--- config.mk ---
export PLATFORM = sky130hd
export DESIGN_NAME = upload_arbiter
export DESIGN_NICKNAME = d
export VERILOG_FILES = /design/src/rtl/upload_arb_pkg.sv /design/src/rtl/upload_arbiter_rr_pick.sv /design/src/rtl/upload_arbiter.sv
export SDC_FILE = /design/constraint.sdc
export NUM_CORES = 1
export LEC_CHECK = 0
export ABC_AREA = 1
export BUFFER_PORTS_ARGS = -buffer_cell sky130_fd_sc_hd__buf_2
export CORE_UTILIZATION = 45
export DETAILED_ROUTE_END_ITERATION = 10
export MAX_ROUTING_LAYER = met4
export PLACE_DENSITY = 0.72
export SLEW_MARGIN = 5
export SYNTH_ARGS = -nofsm -noshare
export SYNTH_HDL_FRONTEND = slang
export SYNTH_SLANG_ARGS = --single-unit
--- constraint.sdc ---
create_clock -name clk -period 2.7 [get_ports clk]
set_input_delay 0.27 -clock clk [delete_from_list [all_inputs] [get_ports clk]]
set_output_delay 0.27 -clock clk [all_outputs]
set_load 0.1 [all_outputs]
--- src/rtl/upload_arb_pkg.sv ---
// Shared types and constants for the USB upload arbiter.
// No logic, no latency.
// No flow control of its own.
package upload_arb_pkg;

    // Arbiter is either waiting to grant or streaming one granted packet.
    typedef enum logic {
        IDLE = 1'b0,
        DATA = 1'b1
    } state_t;

    // Upper nibble of the source-ID header byte.
    localparam logic [3:0] DEF_HDR_TAG = 4'hA;

    // The idle counter only needs to reach timeout-1; keep at least one bit.
    function automatic int to_cnt_width(input int timeout);
        return (timeout < 2) ? 1 : $clog2(timeout);
    endfunction

endpackage

--- src/rtl/upload_arbiter_rr_pick.sv ---
// Round-robin pick: first requester at or above ptr, wrapping at NUM_SRC.
// Purely combinational, zero latency.
// No backpressure; the caller decides when the pick is used.
module rr_pick #(
    parameter int NUM_SRC = 4
) (
    input  logic [NUM_SRC-1:0] req,
    input  logic [3:0]         ptr,
    output logic [3:0]         winner,
    output logic               any_req
);

    int   idx;
    logic found;
    logic sel;

    // Walk the sources starting at ptr and keep the first one requesting.
    always_comb begin
        winner = 4'd0;
        found  = 1'b0;
        idx    = 0;
        sel    = 1'b0;
        for (int k = 0; k < NUM_SRC; k++) begin
            idx = int'(ptr) + k;
            if (idx >= NUM_SRC) begin
                idx = idx - NUM_SRC;
            end
            sel = 1'b0;
            for (int j = 0; j < NUM_SRC; j++) begin
                if (j == idx) begin
                    sel = req[j];
                end
            end
            if (!found && sel) begin
                found  = 1'b1;
                winner = 4'(idx);
            end
        end
    end

    assign any_req = |req;

endmodule

--- src/rtl/upload_arbiter.sv ---
// Packet-granular round-robin arbiter onto the single 8-bit USB upload stream.
// Header one cycle after grant, then one byte per cycle through one output register.
// Sink stall freezes the output register and drops src_ready; stalled sources time out.
module upload_arbiter
    import upload_arb_pkg::*;
#(
    parameter int         NUM_SRC   = 4,
    parameter bit         HEADER_EN = 1'b1,
    parameter logic [3:0] HDR_TAG   = DEF_HDR_TAG,
    parameter int         TIMEOUT   = 1023
) (
    input  logic                 clk,
    input  logic                 rst,
    input  logic                 enable,
    input  logic [NUM_SRC*8-1:0] src_data,
    input  logic [NUM_SRC-1:0]   src_valid,
    input  logic [NUM_SRC-1:0]   src_last,
    output logic [NUM_SRC-1:0]   src_ready,
    output logic [7:0]           up_data,
    output logic                 up_valid,
    input  logic                 up_ready,
    output logic                 busy,
    output logic [3:0]           grant_id,
    output logic                 err_timeout,
    output logic [7:0]           err_count
);

    localparam int            TW      = to_cnt_width(TIMEOUT);
    localparam logic [TW-1:0] TO_LAST = TW'((TIMEOUT > 0) ? TIMEOUT - 1 : 0);

    state_t        state;
    state_t        state_nxt;
    logic [3:0]    ptr;
    logic [3:0]    winner;
    logic          any_req;
    logic          out_free;
    logic          grant;
    logic          cur_valid;
    logic          cur_last;
    logic [7:0]    cur_data;
    logic          accept;
    logic          idle_beat;
    logic          timeout_hit;
    logic [TW-1:0] to_cnt;

    rr_pick #(.NUM_SRC(NUM_SRC)) u_pick (
        .req     (src_valid),
        .ptr     (ptr),
        .winner  (winner),
        .any_req (any_req)
    );

    assign out_free    = !up_valid || up_ready;
    assign grant       = (state == IDLE) && enable && out_free && any_req;
    assign accept      = (state == DATA) && cur_valid && out_free;
    assign idle_beat   = (state == DATA) && !cur_valid;
    assign timeout_hit = (TIMEOUT != 0) && idle_beat && (to_cnt == TO_LAST);

    // Select the granted source's byte, valid and last.
    always_comb begin
        cur_valid = 1'b0;
        cur_last  = 1'b0;
        cur_data  = 8'h00;
        for (int i = 0; i < NUM_SRC; i++) begin
            if (grant_id == 4'(i)) begin
                cur_valid = src_valid[i];
                cur_last  = src_last[i];
                cur_data  = src_data[8*i +: 8];
            end
        end
    end

    // State register.
    always_ff @(posedge clk) begin
        if (rst) begin
            state <= IDLE;
        end else begin
            state <= state_nxt;
        end
    end

    // Next state: grant opens a packet; last beat or timeout closes it.
    always_comb begin
        state_nxt = state;
        case (state)
            IDLE: if (grant) state_nxt = DATA;
            DATA: if ((accept && cur_last) || timeout_hit) state_nxt = IDLE;
            default: state_nxt = IDLE;
        endcase
    end

    // Outputs decoded from state: only the granted source sees ready.
    always_comb begin
        busy      = (state == DATA);
        src_ready = '0;
        for (int i = 0; i < NUM_SRC; i++) begin
            if ((state == DATA) && (grant_id == 4'(i))) begin
                src_ready[i] = out_free;
            end
        end
    end

    // Remember the winner and move the round-robin pointer past it.
    always_ff @(posedge clk) begin
        if (rst) begin
            grant_id <= 4'd0;
            ptr      <= 4'd0;
        end else if (grant) begin
            grant_id <= winner;
            ptr      <= (winner == 4'(NUM_SRC - 1)) ? 4'd0 : winner + 4'd1;
        end
    end

    // Output register: header on grant, payload on accepted beat, else drain.
    always_ff @(posedge clk) begin
        if (rst) begin
            up_valid <= 1'b0;
            up_data  <= 8'h00;
        end else if (out_free) begin
            if (grant && HEADER_EN) begin
                up_data  <= {HDR_TAG, winner};
                up_valid <= 1'b1;
            end else if (accept) begin
                up_data  <= cur_data;
                up_valid <= 1'b1;
            end else begin
                up_valid <= 1'b0;
            end
        end
    end

    // Count source-idle cycles inside a packet; sink stalls are not the source's fault.
    always_ff @(posedge clk) begin
        if (rst) begin
            to_cnt <= '0;
        end else if (grant || accept || timeout_hit) begin
            to_cnt <= '0;
        end else if (idle_beat) begin
            to_cnt <= to_cnt + TW'(1);
        end
    end

    // Timeout pulse and saturating abort counter.
    always_ff @(posedge clk) begin
        if (rst) begin
            err_timeout <= 1'b0;
            err_count   <= 8'h00;
        end else begin
            err_timeout <= timeout_hit;
            if (timeout_hit && (err_count != 8'hFF)) begin
                err_count <= err_count + 8'd1;
            end
        end
    end

endmodule

* Word-level counts from Yosys, hierarchy flattened
Index checks and enable logic that the tools add are counted.
** Storage, ports and cells
- Bits in registers :: 37
- Bits of input ports :: 44
- Output and inout port bits :: 27
- Logic and storage cells :: 126
** Cells by class
- $add $sub $neg :: 10
- $lt $le $gt $ge :: 4
- Equality and inequality tests :: 18
- Multiplexer cells :: 51
- Bitwise operators :: 1
- Reductions and logical operators :: 34
** Operator list (number)
- equality test 3 x 32 -> 1 bit, first input constant :: 8
- equality test 2 x 32 -> 1 bit, first input constant :: 4
- zero test 32 bit :: 4
- two-way mux 32 bit :: 4
- greater-or-equal comparator 32 x 4 -> 1 bit, second input constant :: 3
- subtractor 32 x 4 -> 32 bit, second input constant :: 3
- two-way mux 8 bit :: 6
- two-way mux 1 bit :: 35
- two-way mux 4 bit :: 5
- logical AND 1 bit :: 16
- equality test 4 x 2 -> 1 bit, second input constant :: 3
- adder 10 x 1 -> 10 bit, second input constant :: 1
- adder 4 x 2 -> 5 bit, second input constant :: 2
- equality test 10 bit, second input constant :: 1
- adder 8 x 1 -> 8 bit, second input constant :: 1
- != test 8 bit, second input constant :: 1
- adder 4 x 1 -> 5 bit, second input constant :: 1
- zero test 1 bit :: 5
- subtractor 4 x 3 -> 5 bit, second input constant :: 1
- adder 4 x 1 -> 4 bit, second input constant :: 1
- equality test 4 x 1 -> 1 bit, second input constant :: 1
- greater-or-equal comparator 4 x 3 -> 1 bit, second input constant :: 1
- zero test 4 bit :: 1
- logical OR 1 bit :: 4
- 6 further kinds :: 6

* Logic depth before layout (Yosys ltp)
Gate-level depths: netlist (run 1).
- Word-level depth :: 19
- Depth in mapped cells :: 20
- Mapped depth without buffers :: 20

* Modules after synthesis
From an unflattened synthesis (run 1), not the netlist that was laid out.
** Unflattened totals
- Cells, all modules :: 495
- Area, all modules :: 3146.8 sq um
** By module, submodules not included
- upload_arbiter :: instances 1, cells an instance 344, area each 2327.2 sq um, sequential area each 740.7 sq um
- rr_pick :: instances 1, cells an instance 151, area each 819.5 sq um, sequential area each 0.0 sq um

* Worst setup path before layout (run 1)
No wires, ideal clock.
- Path type :: flip-flop to output port
- Start :: reg state, in the netlist busy
- End :: out src_ready[2]
- Data arrival time :: 3725 ps
- Data required time :: 2430 ps
- Setup slack :: -1295 ps
- Cell stages (with the launch flop) :: 5
- Path buffers :: 0
- Cells stage by stage :: dfxtp_1 inv_1 nor2_1 inv_1 nor3_1
** Between the ends
- Word-level cells in the longest chain between the ends :: 2
** Ends and longest elaborated chain
- from (decl) :: line upload_arbiter.sv:31 : state_t state;
- from (signal assigned) :: line upload_arbiter.sv:78 : state <= state_nxt;
- logical AND 1 bit :: line upload_arbiter.sv:97 : if ((state == DATA) && (grant_id == 4'(i))) begin
- two-way mux 1 bit :: line upload_arbiter.sv:97
- to (decl) :: line upload_arbiter.sv:18 : output logic [NUM_SRC-1:0] src_ready,
No other way between the ends.

* Worst setup path after layout (run 1)
- Start :: reg ptr[1]
- End :: reg ptr[1]
** Between the ends
- Word-level cells in the longest chain between the ends :: 19
- Elaborated cells on any way between the ends :: 63
- Classes of those cells :: add/sub (8); order compare (4); eq/ne (13); mux (28); reduce/logical (10)
** Ends and longest elaborated chain
- from (decl) :: line upload_arbiter.sv:33 : logic [3:0] ptr;
- from (signal assigned) :: line upload_arbiter.sv:110 : ptr <= (winner == 4'(NUM_SRC - 1)) ? 4'd0 : winner + 4'd1;
- parallel branches: the longest is 16 deep, another holds subtractor 32 x 4 -> 32 bit
- two-way mux 4 bit (*) :: line upload_arbiter_rr_pick.sv:34 : if (!found && sel) begin
- via u_pick.winner[0] :: line upload_arbiter_rr_pick.sv:9 : output logic [3:0] winner,
- adder 4 x 1 -> 4 bit or equality test 4 x 2 -> 1 bit (tied branches) :: line upload_arbiter.sv:110
- two-way mux 4 bit (*) :: line upload_arbiter.sv:110
Mark *: on every way through the listed nets, which the timed path passes.
A chain may end at the register's enable or synchronous reset.

==> results of run 1 <==
## where the power goes
part           switching [mW]  leakage (nW)  internal [mW]
clock network           0.207        0.0554          0.277
registers              0.0362         0.303          0.586
logic                   0.714          1.30          0.303
total                   0.957          1.66           1.17
## state kept, by name, summed over array words and instances (netlist names)
| register | cells |
|---|---|
| to_cnt | 10 |
| busy | 1 |
| err_timeout | 1 |
| up_data | 8 |
| up_valid | 1 |
| err_count | 8 |
| ptr | 4 |
| grant_id | 4 |
## final timing paths
check	cells past startpoint	end	from	slack [ns]
worst max-delay path	15	ptr[1]	ptr[1]	0.16
worst min-delay path	3	up_data[7]	src_data[31]	0.29
worst max register to register	15	ptr[1]	ptr[1]	0.16
worst min register to register	2	to_cnt[9]	to_cnt[9]	0.47
## timing repair
action | 4_1_cts | 5_1_grt
buffers inserted | 0 | 2
gates resized for setup | 0 | 17
hold endpoints to repair | 0 | 0
endpoints found under the setup margin | 0 | 3
## area by class of cell
type,instances,area (um2)
Clock buffer,6,72.57
Sequential cell,37,748.2
Multi-Input combinational cell,321,1921
Clock inverter,2,38.79
Fill cell,578,2601
Tap cell,75,93.84
Inverter,46,180.2
Timing Repair Buffer,82,440.4
## per-layer routing
metal	up-vias	wire length, um	global-route usage
met5	-	0	-
li1	1538	-	-
met4	0	61	0.05172
met3	9	377	0.04945
met1	1329	3167	0.2891
met2	89	3268	0.3760
## critical path: cells and delay by family, from the launching register on
family          cells  cell delay (ns)
compound gates      3             0.34
xor+xnor            1             0.11
fa+ha+maj           4             0.92
buf+inv             1             0.09
flops               1             0.40
simple gates        6             0.55
## logic make-up (layout without fill, tap and decap cells)
group,after synthesis,count (layout),share of synthesized area
AOI/OAI and AO/OA,63,63,0.1264
xor gates and xnor gates,14,14,0.04201
and+or+nand+nor,221,221,0.3699
adders and majority gates,23,23,0.09859
DFF,37,37,0.2538
buffers and inverters,58,136,0.1093
## synth_stat cells, drive strengths merged
| master | n | area (um2) |
|---|---|---|
| or2 | 1 | 6.260 |
| o21ai | 24 | 131.4 |
| clkbuf | 3 | 21.27 |
| nand3 | 42 | 232.7 |
| nor4 | 1 | 6.260 |
| nor3 | 13 | 86.34 |
| xnor2 | 5 | 43.79 |
| a211oi | 2 | 15.01 |
| a21oi | 34 | 181.4 |
| nand2 | 106 | 432.9 |
| o211ai | 1 | 21.27 |
| xor2 | 9 | 78.83 |
| bufbuf | 1 | 32.53 |
| nor2 | 38 | 185.2 |
| inv | 46 | 180.2 |
| clkdlybuf4s50 | 1 | 11.26 |
| dfxtp | 37 | 740.7 |
| ha | 23 | 287.8 |
| o211a | 2 | 20.02 |
| buf | 7 | 73.82 |
| nand3b | 4 | 30.03 |
| nand4 | 16 | 100.1 |
## per-stage QoR
stage	setup TNS [ns]	setup WS, ns
finish	0	0.1643
floorplan	-0.4777	-0.1365
CTS	0	0.02970
global route	0	0.001651
detailed placement	0	0.04385
global placement	0	0.1384
==> impl_results.md, run 1 <==
- Final hold slack: between 0.2 and 0.3 ns
- Fin crit share: 0.9391
- Post-Syn Nets: 483
- Endpoints failing hold: 0
- Worst slew margin relative to its limit: 0.6694
- Mapped Cells: 416
- N_diodes: 0
- Cell row count: 28
- Die area: 0.006813 mm2
- Critical Path Most Common Cell: ha_1
- Register bit total from synthesis: 37
- CTS Hold Bufs: 0
- First-pass GRT wire length: ~12,000 um
- Crit Path Max Fanout: 6
- Status: completed
- PD cells: 607.6 mW/mm2
- GRT overflow: 0
- DR iter-0 viols: between 200 and 250
- Total track usage: 0.2296
- Final setup viols: 0
- Post-Route WL: around 6900 um
- Design Area, Final: roughly 0.0035 mm2
- Cell variety after synth: 39
- Core area: 0.006096 mm2
- Initial Util: 0.4789
- Layout cells sized above 1: 0.2713
- Mapped Area: 0.002919 mm2
- RD Place Congestion: approximately 0.86
- Final cell count without fillers: 569
- Clk root buf: clkbuf_8
- Pin count of the biggest net entering global routing: 20
- Worst-skew pair later-pin latency: 0.29 ns
- Fmax achieved: 394.4 MHz
- CTS max path bufs: 2
- Setup crit end kind: flop
- Post-Syn Area per Cell: 7.017 um2
- CP peak stage delay: about 0.4 ns
- Worst slew pin tran: ~0.50 ns
- Number of top-level pins: 71
- DP Cell Count: 559
- # DRC: 0
- VDD IR max: 0.0005127 V
- Final min period: approximately 2.5 ns
- Vias in the first global route: 2,733
- Sequential area share after synthesis: 0.2538
- Most common cell after layout, fill and taps aside: nand2_1
- Total Power: 2.123 mW
- Wire per inst: 12.08 um
- Die height: 82.54 um
- Vias per cell: 5.211
- Clock-pin slew on the worst setup and hold paths: 0.08 ns
- Clock buffer count from CTS: 5
- Die width: 82.54 um
- YS warnings: 0
- Clock H-tree levels: 2
- Crit path DAT: approximately 2.7 ns
- # port buffers: 70
- DRT Pass-1 Iters: 5
- CTS Sinks: 37
- Layout Utilization: 0.5733
- Setup crit start kind: flop
- Placed Area: 0.003318 mm2
- Dpl hpwl: 5291 um
- Clk_skew: roughly 0.011 ns
- Critical-path top delay cell: dfxtp_4
- TritonCTS clock tree: done
- Crit path cell chain: inv_1 -> ha_1 -> a21oi_1 -> xor2_1 -> ha_1 -> ha_1 -> nand3_1 -> nand2_1 -> nand3_1 -> nor2_1 -> nand3_1 -> nand2_2 -> ha_1 -> o21ai_1 -> a21oi_1
- Max Transition Viols Final: 0
- Leakage: around 1.7 nW
- Max-cap violations: 0
- Initial antenna violation count: 0
- Min-delay worst type: in2reg
- RSZ-0062 raised after global routing: false
- Final #Nets: 560
- Area Growth Syn to Fin: 19.72%
- Critical Path RT: approximately 2.9 ns
- Most frequent cells in the layout: nand2_1 (98), buf_2 (70), inv_1 (40)
- Via count: 2,965
- Antenna viol nets, final: 0
- WS Path Type: reg2reg
Note: power is estimated with default switching activity, not from simulation.
==> run 2, diff against run 1 <==
--- a/config.mk
+++ b/config.mk
@@ -11,6 +11,7 @@
 export DETAILED_ROUTE_END_ITERATION = 10
 export MAX_ROUTING_LAYER = met4
 export PLACE_DENSITY = 0.72
+export SETUP_SLACK_MARGIN = 0.3
 export SLEW_MARGIN = 5
 export SYNTH_ARGS = -nofsm -noshare
 export SYNTH_HDL_FRONTEND = slang
==> run 2 against run 1 <==
- clock-buffer cell count is the same
- die area is the same
- clock power fell by 23%
- register-to-register slack about the same
- combinational power increased by 7%
- worst hold slack better by 0.0063 ns
- routed wire length is 4.7% higher
- total power is 1.2% lower
- clock skew down 0.0043 ns
- maximum frequency grew 0.24%
- cell area rose by 3.2%
- non-clock buffer count up 1
- largest power group unchanged
==> impl_results.md, run 2 (same netlist as run 1, synthesis figures left out) <==
- Final setup viols: 0
- Placed Area: between 0.003 and 0.004 mm2
- DRT Pass-1 Iters: 4
- Comb power frac: 0.518
- Number of flip-flops under the largest register name: 10
- Largest regs: to_cnt x10, err_count x8, up_data x8
- Max Transition Viols Final: 0
- Worst slew pin tran: 0.6522 ns
- Final #Nets: 561
- Min-delay worst type: in2reg
- Number of fill cells: 587
- First-pass GRT wire length: between 10,000 and 15,000 um
- Area Growth Syn to Fin: 23.49%
- Crit Path Max Fanout: 6
- Met2 usage in global routing: 0.3694
- N_diodes: 0
- VDD IR max: 0.0005434 V
- Worst slew margin relative to its limit: 0.5629
- CTS Hold Bufs: 0
- Initial Util: 0.4789
- Hold path startpoint: src_data[29]
- Clk root buf: clkbuf_8
- Crit path DAT: 2.70 ns
- Vias in the first global route: about 2,600
- Die height: 82.54 um
- Dpl hpwl: 5255 um
- Number of top-level pins: a little over 70
- DR iter-0 viols: 176
- Sequential share of power: 0.304
- TritonCTS clock tree: done
- Initial antenna violation count: 0
- # DRC: 0
- PD cells: just under 600 mW/mm2
- Clock share of power: 0.178
- Final min period: 2.530 ns
- Layout cells sized above 1: 0.3172
- Clk_skew: 0.006652 ns
- Design Area, Final: 0.003605 mm2
- CTS Sinks: 37
- Die width: 82.54 um
- Max-cap violations: 0
- Internal power: 1.099 mW
- Worst R2R Start: ptr[1]
- # port buffers: 70
- Antenna viol nets, final: 0
- Most frequent cells in the layout: nand2_1 (96), buf_2 (70), inv_1 (35), nand3_1 (35), dfxtp_1 (33)
- Worst Hold Depth: 3
- Most common cell after layout, fill and taps aside: nand2_1
- CP peak stage delay: between 0.3 and 0.4 ns
- Setup crit start kind: flop
- RD Place Congestion: 0.8226
- Core area: ~0.0061 mm2
- Endpoints failing hold: 0
- Cell row count: 28
- RSZ-0062 raised after global routing: true
- CTS max path bufs: 2
- Worst-skew pair later-pin latency: 0.29 ns
- CP top delay family: simple AND/OR/NAND/NOR gates
- Fin crit share: 0.9369
- Worst path depth: 18
- Switch share: 0.4762
- Crit path cell chain: ha_4 -> inv_1 -> nand2_1 -> nand2_2 -> inv_2 -> ha_2 -> ha_4 -> buf_4 -> nor3_2 -> nor2_1 -> nor2_2 -> nand3_2 -> nor2_1 -> nor2_1 -> nand2_1 -> ha_1 -> o21ai_1 -> a21oi_1
- Reg with most FFs: to_cnt
- Hold Path End: up_data[5]
- Worst path bufs/invs: 3
- Clock buffer count from CTS: 5
- Leakage: roughly 1.7 nW
- Final hold slack: 0.2919 ns
- GRT overflow: 0
- Wire per inst: 12.63 um
- Top Usage Layer GRT: met2
- Critical Path RT: 2.87 ns
- P_sw: 0.9990 mW
- Total track usage: 0.2217
- Clock-pin slew on the worst setup and hold paths: 0.07 ns
- Via count: 2,996
- Capturing point of the worst reg2reg path: ptr[1]
- GR met1 Demand/Resource: 0.2699
- Setup crit end kind: flop
- R2R depth: 18
- M3 GR Usage: 0.04835
- Pin count of the biggest net entering global routing: 21
- Register-to-register setup slack: around 0.17 ns
- Critical-path top delay cell: dfxtp_4
- Fmax achieved: 395.3 MHz
- Die area: 0.006813 mm2
- WS Path Type: reg2reg
- Post-Route WL: 7198 um
- Vias per cell: ~5.3
- Clock H-tree levels: 2
- Critical Path Most Common Cell: nor2_1
- Status: completed
## run 2: cell types whose count changed in the layout (fill, tap and decap cells not counted), sizes merged
cell,before,now
clkinv,1,2
buf,82,83
inv,46,45
bufinv,1,0
clkinvlp,0,1
## run 2: worst max-delay path by stage
stage,start,to,slack [ns]
detailed placement,ptr[0],ptr[1],-0.06
CTS,ptr[1],ptr[1],0.13
finish,ptr[1],ptr[1],0.17
global placement,ptr[0],ptr[1],-0.005
global route,ptr[1],ptr[1],0.04
floorplan,ptr[0],ptr[1],0.30
## run 2: final cells by class
| type | count | area, um2 | area share |
|---|---|---|---|
| Timing Repair Buffer | 83 | 447.9 | 0.1243 |
| Clock inverter | 2 | 10.01 | 0.002777 |
| Multi-Input combinational cell | 321 | 2038 | 0.5654 |
| Inverter | 46 | 186.4 | 0.05172 |
| Clock buffer | 6 | 72.57 | 0.02013 |
| Sequential cell | 37 | 755.7 | 0.2096 |
| Tap cell | 75 | 93.84 | 0.02603 |
## run 2: worst register-to-register path, delay by kind of cell, from the launching register on
family	cells	cell delay, ns
AO/OA/AOI/OAI	2	0.17
adder cells (fa/ha/maj)	4	0.77
buffers and inverters	3	0.22
flip-flops	1	0.39
AND/OR/NAND/NOR	9	0.85
## run 2: power by group through the flow
stage	clock network (mW)	registers [mW]	logic, mW
after detailed placement	0	0.647	0.967
after global placement	0	0.648	0.956
after global routing	0.409	0.644	1.18
final	0.373	0.637	1.09
after floorplan	0	0.845	0.612
after CTS	0.385	0.636	0.997
## run 2: repair_timing
action | 4_1_cts | 5_1_grt
cloned | 0 | 0
pin swaps | 3 | 20
setup buffers | 5 | 6
resized for setup | 8 | 27
endpoints found under the setup margin | 23 | 5
## run 2: through the flow
stage | utilization | setup TNS [ns] | worst slack (ns) | cells | power (mW)
final | 0.5913 | 0 | 0.1703 | 570 | 2.098
after CTS | 0.5690 | 0 | 0.1268 | 564 | 2.018
after floorplan | - | 0 | 0.3018 | 416 | 1.457
after global routing | 0.5913 | 0 | 0.04088 | 570 | 2.233
after detailed placement | 0.5423 | -0.06120 | -0.06120 | 551 | 1.614
after global placement | 0.5423 | -0.005076 | -0.005076 | 551 | 1.604
## run 2: layer usage
layer,vias to the layer above,routed length [um]
li1,1529,-
met1,1358,3117
met2,97,3578
met3,12,411
met4,0,91
met5,-,0
==> run 3, diff against run 2 <==
--- a/config.mk
+++ b/config.mk
@@ -5,12 +5,11 @@
 export SDC_FILE = /design/constraint.sdc
 export NUM_CORES = 1
 export LEC_CHECK = 0
-export ABC_AREA = 1
 export BUFFER_PORTS_ARGS = -buffer_cell sky130_fd_sc_hd__buf_2
 export CORE_UTILIZATION = 45
 export DETAILED_ROUTE_END_ITERATION = 10
 export MAX_ROUTING_LAYER = met4
-export PLACE_DENSITY = 0.72
+export PLACE_DENSITY = 0.73
 export SETUP_SLACK_MARGIN = 0.3
 export SLEW_MARGIN = 5
 export SYNTH_ARGS = -nofsm -noshare
==> run 3 against run 2 <==
- the flow now finishes with violations (negative setup slack)
- critical path depth shrank 5
- via count shrank 16%
- clock skew grew 0.00093 ns
- clock-buffer cell count shrank 1
- routed wire length shrank 3.3%
- clock power grew 4%
- maximum frequency shrank 8.4%
- die area shrank 13%
- highest routed layer unchanged
==> impl_results.md, run 3 <==
- Status: finished with violations
- Failing checks: negative setup slack
- Leading area contributor after synthesis: dfxtp_1
- Vias in the first global route: 2,392
- Leakage: between 1 and 1.5 nW
- Fmax achieved: 362.1 MHz
- Setup crit start kind: flop
- Clock-pin slew on the worst setup and hold paths: 0.08 ns
- VDD IR max: roughly 0.00052 V
- Mapped Area: 0.002545 mm2
- DRT Pass-1 Iters: 4
- Initial antenna violation count: 0
- GRT overflow: 0
- Critical-path top delay cell: a221o_1
- Core area: ~0.0055 mm2
- Synth cell count leaders: nor2_1 (44), dfxtp_1 (37), nand2_1 (32)
- Cell variety after synth: 51
- DR iter-0 viols: 138
- Setup_tns: -0.06198 ns
- PD cells: between 800 and 900 mW/mm2
- Reg with most FFs: to_cnt
- Most common cell after layout, fill and taps aside: buf_2
- Layout Utilization: 0.6411
- RD Place Congestion: between 0.9 and 1
- Clk root buf: clkbuf_8
- TritonCTS clock tree: done
- Count leader, synth: nor2_1
- Antenna viol nets, final: 0
- P_sw: 1.395 mW
- Max Transition Viols Final: 0
- Critical Path RT: between 2 and 3 ns
- Switch share: 0.4622
- Die area: 0.005960 mm2
- YS warnings: 0
- Setup crit end kind: flop
- Max-cap violations: 0
- Initial Util: 0.4650
- Area Growth Syn to Fin: 37.86%
- Internal power: 1.623 mW
- Cell row count: 27
- Final setup viols: 1
- Total Power: between 3 and 4 mW
- Critical Path Most Common Cell: ha_4
- Register-to-register setup slack: -0.06 ns
- Crit Path Max Fanout: 5
- Vias per cell: roughly 5.5
- Clock H-tree levels: 2
- Endpoints failing hold: 0
- # port buffers: 70
- Clk_skew: 0.007583 ns
- Comb power frac: 0.654
- Number of top-level pins: 71
- Via count: 2,513
- Final #Nets: 449
- Number of fill cells: 489
- Worst slew margin relative to its limit: 0.6172
- Post-synth EDFFs: 0
- Crit path cell chain: ha_4 -> xnor2_4 -> ha_4 -> ha_4 -> nand2_2 -> nand4b_1 -> a221o_1 -> o2111a_2 -> o31ai_4 -> inv_1 -> ha_1 -> nand2_1 -> a21oi_1
- Die height: 77.20 um
- Wire per inst: 15.30 um
- Clock share of power: 0.128
- CP peak stage delay: about 0.42 ns
- Mapped Cells: 296
- Register bit total from synthesis: 37
- CTS max path bufs: 2
- Post-Route WL: 6961 um
- Primary FF master, synth: dfxtp_1
- Fin crit share: 1.023
- Worst-skew pair later-pin latency: 0.30 ns
- Final cell count without fillers: 455
- Worst path bufs/invs: 1
- Number of flip-flops under the largest register name: 10
- Total track usage: 0.2339
- CTS Sinks: 37
- First-pass GRT wire length: between 10,000 and 15,000 um
- DP Cell Count: 441
- Async SR Flop Fraction: 0
- Final min period: approximately 2.8 ns
- Layout cells sized above 1: 0.4099
- Sequential area share after synthesis: 0.2911
- Synth top area share: 0.2911
- Largest regs: to_cnt x10, err_count x8, up_data x8
- N_diodes: 0
- Post-Syn Nets: 363
- Final hold slack: 0.3515 ns
- CP top delay family: compound AO/OA/AOI/OAI gates
- Post-Syn Area per Cell: 8.598 um2
- Min-delay worst type: in2reg
- Dpl hpwl: 4814 um
- Most frequent cells in the layout: buf_2 (70), nor2_1 (42), nand2_1 (31)
- Clock buffer count from CTS: 5
- # DRC: 0
- Sequential share of power: 0.218
- Worst slew pin tran: roughly 0.57 ns
- Crit path DAT: between 2 and 3 ns
- WS Path Type: reg2reg
- Die width: slightly below 80 um
- RSZ-0062 raised after global routing: true
- Final setup margin: -0.06198 ns
- Area contributors post-synth: dfxtp_1 (29%), ha_1 (11%), mux4_2 (8.8%)
- Pin count of the biggest net entering global routing: 20
## run 3: final timing paths
kind                                  from      endpoint  cells past startpoint
worst min register to register  up_data[2]    up_data[2]                      2
worst min-delay path                   rst  err_count[7]                      2
worst max-delay path                ptr[1]        ptr[1]                     13
worst max register to register      ptr[1]        ptr[1]                     13
## run 3: logic make-up (layout without fill, tap and decap cells)
kind of cell    Yosys count  after routing  share of synthesized area
simple gates            131            131                     0.2625
compound gates           51             51                     0.1377
flops                    37             37                     0.2911
buf+inv                  25            112                    0.04031
fa+ha+maj                23             23                     0.1131
xor+xnor                 17             17                    0.05850
mux                      12             12                    0.09685
## run 3: cell type report
| cell class | count | area [um2] | share of cell area |
|---|---|---|---|
| well taps | 72 | 90.09 | 0.02568 |
| repair buffers | 92 | 523.0 | 0.1491 |
| clock inverters | 3 | 17.52 | 0.004993 |
| multi-input cells | 234 | 2004 | 0.5713 |
| clock buffers | 5 | 68.82 | 0.01961 |
| flip-flops and latches | 37 | 759.5 | 0.2165 |
| inverters | 12 | 45.04 | 0.01284 |
## run 3: worst reg2reg max path, delay by kind of cell (launching register included)
| family | cells | cell delay, ns |
|---|---|---|
| AOI/OAI and AO/OA | 4 | 0.92 |
| adders and majority gates | 4 | 0.78 |
| DFF | 1 | 0.38 |
| and+or+nand+nor | 3 | 0.27 |
| xor gates and xnor gates | 1 | 0.23 |
| buffers and inverters | 1 | 0.07 |
## run 3: through the flow
stage / area, um2 / setup WS, ns
finish: 3508 / -0.06198
global route: 3508 / -0.1922
CTS: 3346 / 0.03200
detailed placement: 3164 / -0.09952
global placement: 3164 / -0.009601
floorplan: 2683 / -0.1012
## run 3: power groups by stage
stage | combinational (mW) | sequential (mW) | clock [mW]
2_1_floorplan | 0.961 | 0.898 | 0
3_3_place_gp | 1.51 | 0.663 | 0
3_5_place_dp | 1.53 | 0.664 | 0
4_1_cts | 1.66 | 0.646 | 0.398
5_1_grt | 2.12 | 0.665 | 0.417
6_report | 1.97 | 0.657 | 0.387
## run 3: layer usage
metal | track usage | share of wire
met1 | 0.2815 | 0.44
met2 | 0.3814 | 0.50
met3 | 0.03810 | 0.045
met4 | 0.1075 | 0.020
met5 | - | 0
## run 3: timing repair
action / 4_1_cts / 5_1_grt
setup endpoints to repair: 6 / 9
hold buffers: 0 / 0
resized for setup: 17 / 23
setup buffers: 2 / 4
pin swaps: 5 / 14
